===== src/rtl/display_scan.sv =====
// Four-digit multiplexed display driver with hex or
// sequential binary-to-BCD decimal presentation.
module display_scan #(
  parameter int DIV = 50000
) (
  input  logic        clk,
  input  logic        rst,
  input  logic        load,
  input  logic [15:0] value,
  input  logic        neg,
  input  logic        dec_mode,
  output logic [4:0]  bcd,
  output logic [3:0]  an,
  output logic        sign,
  output logic        busy,
  output logic        ready,
  output logic        ovf
);

  localparam int PW = (DIV > 2) ? $clog2(DIV) : 1;
  localparam logic [PW-1:0] PMAX = PW'(DIV - 1);

  typedef enum logic {IDLE, CONV} state_t;

  state_t      state, nxt;
  logic [15:0] d;
  logic        mode;
  logic        sign_p;
  logic [15:0] opnd;
  logic [15:0] acc;
  logic [15:0] acc_adj;
  logic [15:0] acc_n;
  logic [3:0]  cnt;
  logic        last;
  logic [PW-1:0] presc;
  logic [1:0]  idx;
  logic [3:0]  dig;
  logic        blank;

  assign last = (cnt == 4'd15);

  always_ff @(posedge clk or negedge rst) begin
    if (!rst) state <= IDLE;
    else      state <= nxt;
  end

  always_comb begin
    nxt = state;
    unique case (state)
      IDLE: if (load && dec_mode) nxt = CONV;
      CONV: if (last) nxt = IDLE;
      default: nxt = IDLE;
    endcase
  end

  always_comb begin
    busy = (state == CONV);
  end

  // Add-3 correction on every BCD nibble before the shift
  always_comb begin
    acc_adj = acc;
    for (int k = 0; k < 4; k++) begin
      if (acc[4*k +: 4] >= 4'd5)
        acc_adj[4*k +: 4] = acc[4*k +: 4] + 4'd3;
    end
    acc_n = {acc_adj[14:0], opnd[15]};
  end

  always_ff @(posedge clk or negedge rst) begin
    if (!rst) begin
      d      <= '0;
      mode   <= 1'b0;
      sign   <= 1'b0;
      sign_p <= 1'b0;
      ovf    <= 1'b0;
      ready  <= 1'b0;
      opnd   <= '0;
      acc    <= '0;
      cnt    <= '0;
    end else begin
      ready <= 1'b0;
      unique case (state)
        IDLE: begin
          if (load && dec_mode) begin
            opnd   <= (value > 16'd9999) ? 16'd9999 : value;
            ovf    <= (value > 16'd9999);
            sign_p <= neg;
            acc    <= '0;
            cnt    <= '0;
          end else if (load) begin
            d     <= value;
            sign  <= neg;
            mode  <= 1'b0;
            ovf   <= 1'b0;
            ready <= 1'b1;
          end
        end
        CONV: begin
          acc  <= acc_n;
          opnd <= {opnd[14:0], 1'b0};
          cnt  <= cnt + 4'd1;
          if (last) begin
            d     <= acc_n;
            sign  <= sign_p;
            mode  <= 1'b1;
            ready <= 1'b1;
          end
        end
        default: ;
      endcase
    end
  end

  always_ff @(posedge clk or negedge rst) begin
    if (!rst) begin
      presc <= '0;
      idx   <= '0;
    end else if (presc == PMAX) begin
      presc <= '0;
      idx   <= idx + 2'd1;
    end else begin
      presc <= presc + 1'b1;
    end
  end

  always_comb begin
    an = 4'b1111;
    blank = 1'b0;
    unique case (1'b1)
      (idx == 2'd0): begin
        an  = 4'b1110;
        dig = d[3:0];
      end
      (idx == 2'd1): begin
        an    = 4'b1101;
        dig   = d[7:4];
        blank = (d[15:4] == 12'd0);
      end
      (idx == 2'd2): begin
        an    = 4'b1011;
        dig   = d[11:8];
        blank = (d[15:8] == 8'd0);
      end
      default: begin
        an    = 4'b0111;
        dig   = d[15:12];
        blank = (d[15:12] == 4'd0);
      end
    endcase
    bcd = (mode && blank) ? 5'h1F : {1'b0, dig};
  end

endmodule


===== config.mk =====
export PLATFORM = sky130hd
export DESIGN_NAME = display_scan
export DESIGN_NICKNAME = d
export VERILOG_FILES = /design/src/rtl/display_scan.sv
export SDC_FILE = /design/constraint.sdc
export NUM_CORES = 1
export LEC_CHECK = 0
export CORE_ASPECT_RATIO = 0.75
export CORE_MARGIN = 2
export CORE_UTILIZATION = 40
export DETAILED_ROUTE_END_ITERATION = 6
export PLACE_DENSITY = 0.61
export RECOVER_POWER = 25
export SYNTH_ARGS = -nofsm -noshare
export SYNTH_HDL_FRONTEND = slang
export SYNTH_SLANG_ARGS = --single-unit

===== constraint.sdc =====
create_clock -name clk -period 1.8 [get_ports clk]
set_clock_uncertainty 0.1 [all_clocks]
set_input_delay 0.36 -clock clk [delete_from_list [all_inputs] [get_ports clk]]
set_output_delay 0.36 -clock clk [all_outputs]
set_load 0.1 [all_outputs]

==> results by group <==
Synth
  – Post-Synthesis Cells: about 430
  – Flops & latches, synth: 76
  – Simple-gate area share of the yosys netlist: 20.3%
  – Complex-gate fraction of the synthesized area: 17.2%
  – Largest family of logic cells by synthesized area: simple AND/OR/NAND/NOR gates
  – Adder-cell area share of the yosys netlist: around 4.4%
  – Seq/Total Area, Yosys: a little under half
  – Synthesized cell area: 4010 sq um
  – Count of different cell masters after synthesis: 50
  – Post-synth top flop: dfrtp_1
  – Synth top area cells: dfrtp_1 47%, ha_1 4.4%, nand2_1 4.3%
  – Mux share of post-synthesis cell area: 2.69%
  – Top cell type's share of synthesized area: 47.5%
  – Post-Syn Nets: 460
  – Avg Inst Size Synth: around 9.4 sq um
  – Post-Synth XOR/XNOR Area: 3.50%
  – Leading area contributor after synthesis: dfrtp_1
  – FFs w/ async S/R, synth: 100%
  – Syn. warnings: 0
  – EDFF count, synth: 0

Global routing
  – First-pass GRT wire length: 16.4 mm
  – Vias in the first global route: around 3.3k
  – Pin count of the biggest net entering global routing: 69
  – Total GRT Usage: 19.1%
  – Antenna violations before repair: 0
  – Total global routing overflow: 0

STA
  – Setup violators final: 9
  – Final setup margin: -0.807 ns
  – Worst Hold Slack: 0.306 ns
  – Fin crit share: 145%
  – Worst Tran Pin Value: 0.901 ns
  – Final Hold Fails: 0
  – Tmin final: 2.61 ns
  – Highest clock rate: 0.384 GHz
  – Rel. slew slack: 39.9%
  – Final slew viol count: 0
  – RSZ-0062 raised after global routing: true

Worst setup path
  – CP Capture Type: primary output
  – Worst endpoint required time: 1.34 ns
  – Crit Path Max Fanout: 4
  – Kind of critical path: reg -> out
  – Crit path launch type: flop
  – Arr. time, crit path: 2.15 ns

Floorplanning
  – Area of the core: 9700 sq um
  – Io pins: 34
  – Die footprint: 10800 sq um
  – Initial Util: 41.3%
  – FP Rows: 31
  – Chip height: 90.7 um
  – Die W: 120 um

Drt
  – ANT nets after route: 0
  – Via count: 3381
  – Vias/cell: 5.15
  – Detailed-route wire length per cell: 14.5 um
  – Final WL: 9.52 mm
  – Post-route DRC: 0
  – First-pass iteration count of the detailed router: 5
  – 1st-iter DRT viols: 193

Clocking
  – TritonCTS clock tree: built
  – CTS root buffer: clkbuf_16
  – CTS Buf Count: 9
  – Insertion delay to the later sink of the worst-skew pair: between 0.3 and 0.4 ns
  – TritonCTS Sinks: 76
  – Max Root-Sink Buffers: 2
  – Worst-path clk slew: 0.05 ns
  – CTS H-tree depth: 3

Final layout
  – # fillers: 852
  – Layout cell share with drive strength beyond 1: 25.5%
  – Most frequent cells in the layout: 74 x dfrtp_1, 56 x buf_4, 46 x nand2_1
  – Nets: between 500 and 600
  – Register area: 1910 sq um
  – # diodes: 0
  – Layout area overhead: 39.4%
  – Cell Count, Final, Fillers Out: 657
  – Most common cell after layout, fill and taps aside: dfrtp_1
  – Area of the multi-input gates: 2100 sq um

Pwr
  – Pwr/cell area: 1530 nW/um^2
  – Lkg Pwr: 2.50 nW
  – Peak supply drop: 1.05 mV

Run status
  – Outcome: finished, violations left
  – Failing checks: setup timing

Placement
  – HPWL after DPL: 6.94 mm
  – Port Buffers: 33
  – Placed insts: between 600 and 700
  – GP Congestion: 0.882

Flow run
  – Max-capacitance violation count: 0

Worst hold path
  – Hold Crit Class: in -> reg
cell usage after synthesis, types with 4 or more instances:
master	instances
a211oi_1	4
xor2_1	6
nor2b_1	5
a21oi_1	31
nor3b_1	4
o2bb2ai_1	5
inv_1	20
nor2_1	38
and3_1	6
xnor2_1	10
nand3_1	28
buf_2	4
a21o_1	5
o21ai_0	25
a211o_1	4
mux2_2	6
mux2i_1	4
a31oi_1	9
a222oi_1	4
ha_1	14
nand2b_1	17
nand2_1	46
dfrtp_1	76
clkbuf_1	12
logic make-up (layout without fill, tap and decap cells):
group,after synthesis,after routing
and+or+nand+nor,165,165
AOI/OAI and AO/OA,104,104
DFF,76,76
buffers and inverters,40,140
xor gates and xnor gates,16,16
adders and majority gates,14,14
muxes,10,10
report_power, final:
group          internal (W)  switching (W)  total, W
clock network       0.00100       0.000668   0.00167
registers           0.00233       0.000514   0.00285
logic               0.00187        0.00215   0.00402
total               0.00520        0.00334   0.00854
per-stage QoR:
step / worst slack (ns) / setup TNS (ns) / area, sq um / util [%] / power [W]
after floorplan: -0.644 / -3.18 / 4110 / - / 0.00534
after global placement: -0.531 / -8.71 / 5140 / 53.0 / 0.00669
after detailed placement: -0.541 / -9.34 / 5140 / 53.0 / 0.00679
after CTS: -0.804 / -4.06 / 5530 / 57.0 / 0.00851
after global routing: -0.869 / -4.80 / 5580 / 57.6 / 0.00915
final: -0.807 / -4.24 / 5580 / 57.6 / 0.00854
registers in the layout, indices dropped and copies added, names as in the netlist, 2 cells and up:
signal and count:
presc 16, cnt 4, idx 2, acc 16, opnd 16, d 16
cell type report:
type | count | area share [%]
clock buffers | 14 | 4.73
clock inverters | 2 | 0.179
inverters | 20 | 1.57
multi-input cells | 309 | 37.6
flip-flops and latches | 76 | 34.1
well taps | 132 | 2.96
repair buffers | 104 | 18.8
per-layer routing:
layer  share of wire [%]  vias to the layer above  global-route usage, %  routed length (um)
li1                    -                     1703                      -                   -
met1                  49                     1623                   26.2                4640
met2                  47                       46                   29.9                4430
met3                 3.5                        9                   4.99                 329
met4                 1.2                        0                   5.69                 115
met5                   0                        -                      0                   0
what timing repair did:
item / 4_1_cts / 5_1_grt
hold buffers: 1 / 0
setup buffers: 5 / 3
endpoints found under the hold margin: 32 / 0
resized for setup: 30 / 16
pin swaps: 4 / 5
setup endpoints to repair: 20 / 28
path summary, 6_finish.rpt:
| kind | from | endpoint | slack [ns] | cells past startpoint |
|---|---|---|---|---|
| worst min-delay path | value[4] | opnd[4] | 0.31 | 4 |
| worst max-delay path | d[9] | bcd[3] | -0.81 | 4 |
| min in group asynchronous | rst | opnd[8] | 0.58 | 2 |
| max in group asynchronous | rst | idx[0] | 0.23 | 3 |
| worst min register to register | presc[15] | presc[15] | 0.38 | 1 |
| worst max register to register | busy | d[1] | 0.01 | 3 |
critical path, stage by stage, from the launching register on:
cell     delay, ns
dfrtp_1       0.38
or4_4         0.54
o41a_1        0.49
a21oi_4       0.21
buf_12        0.19
Note: power is estimated with default switching activity, not from simulation.
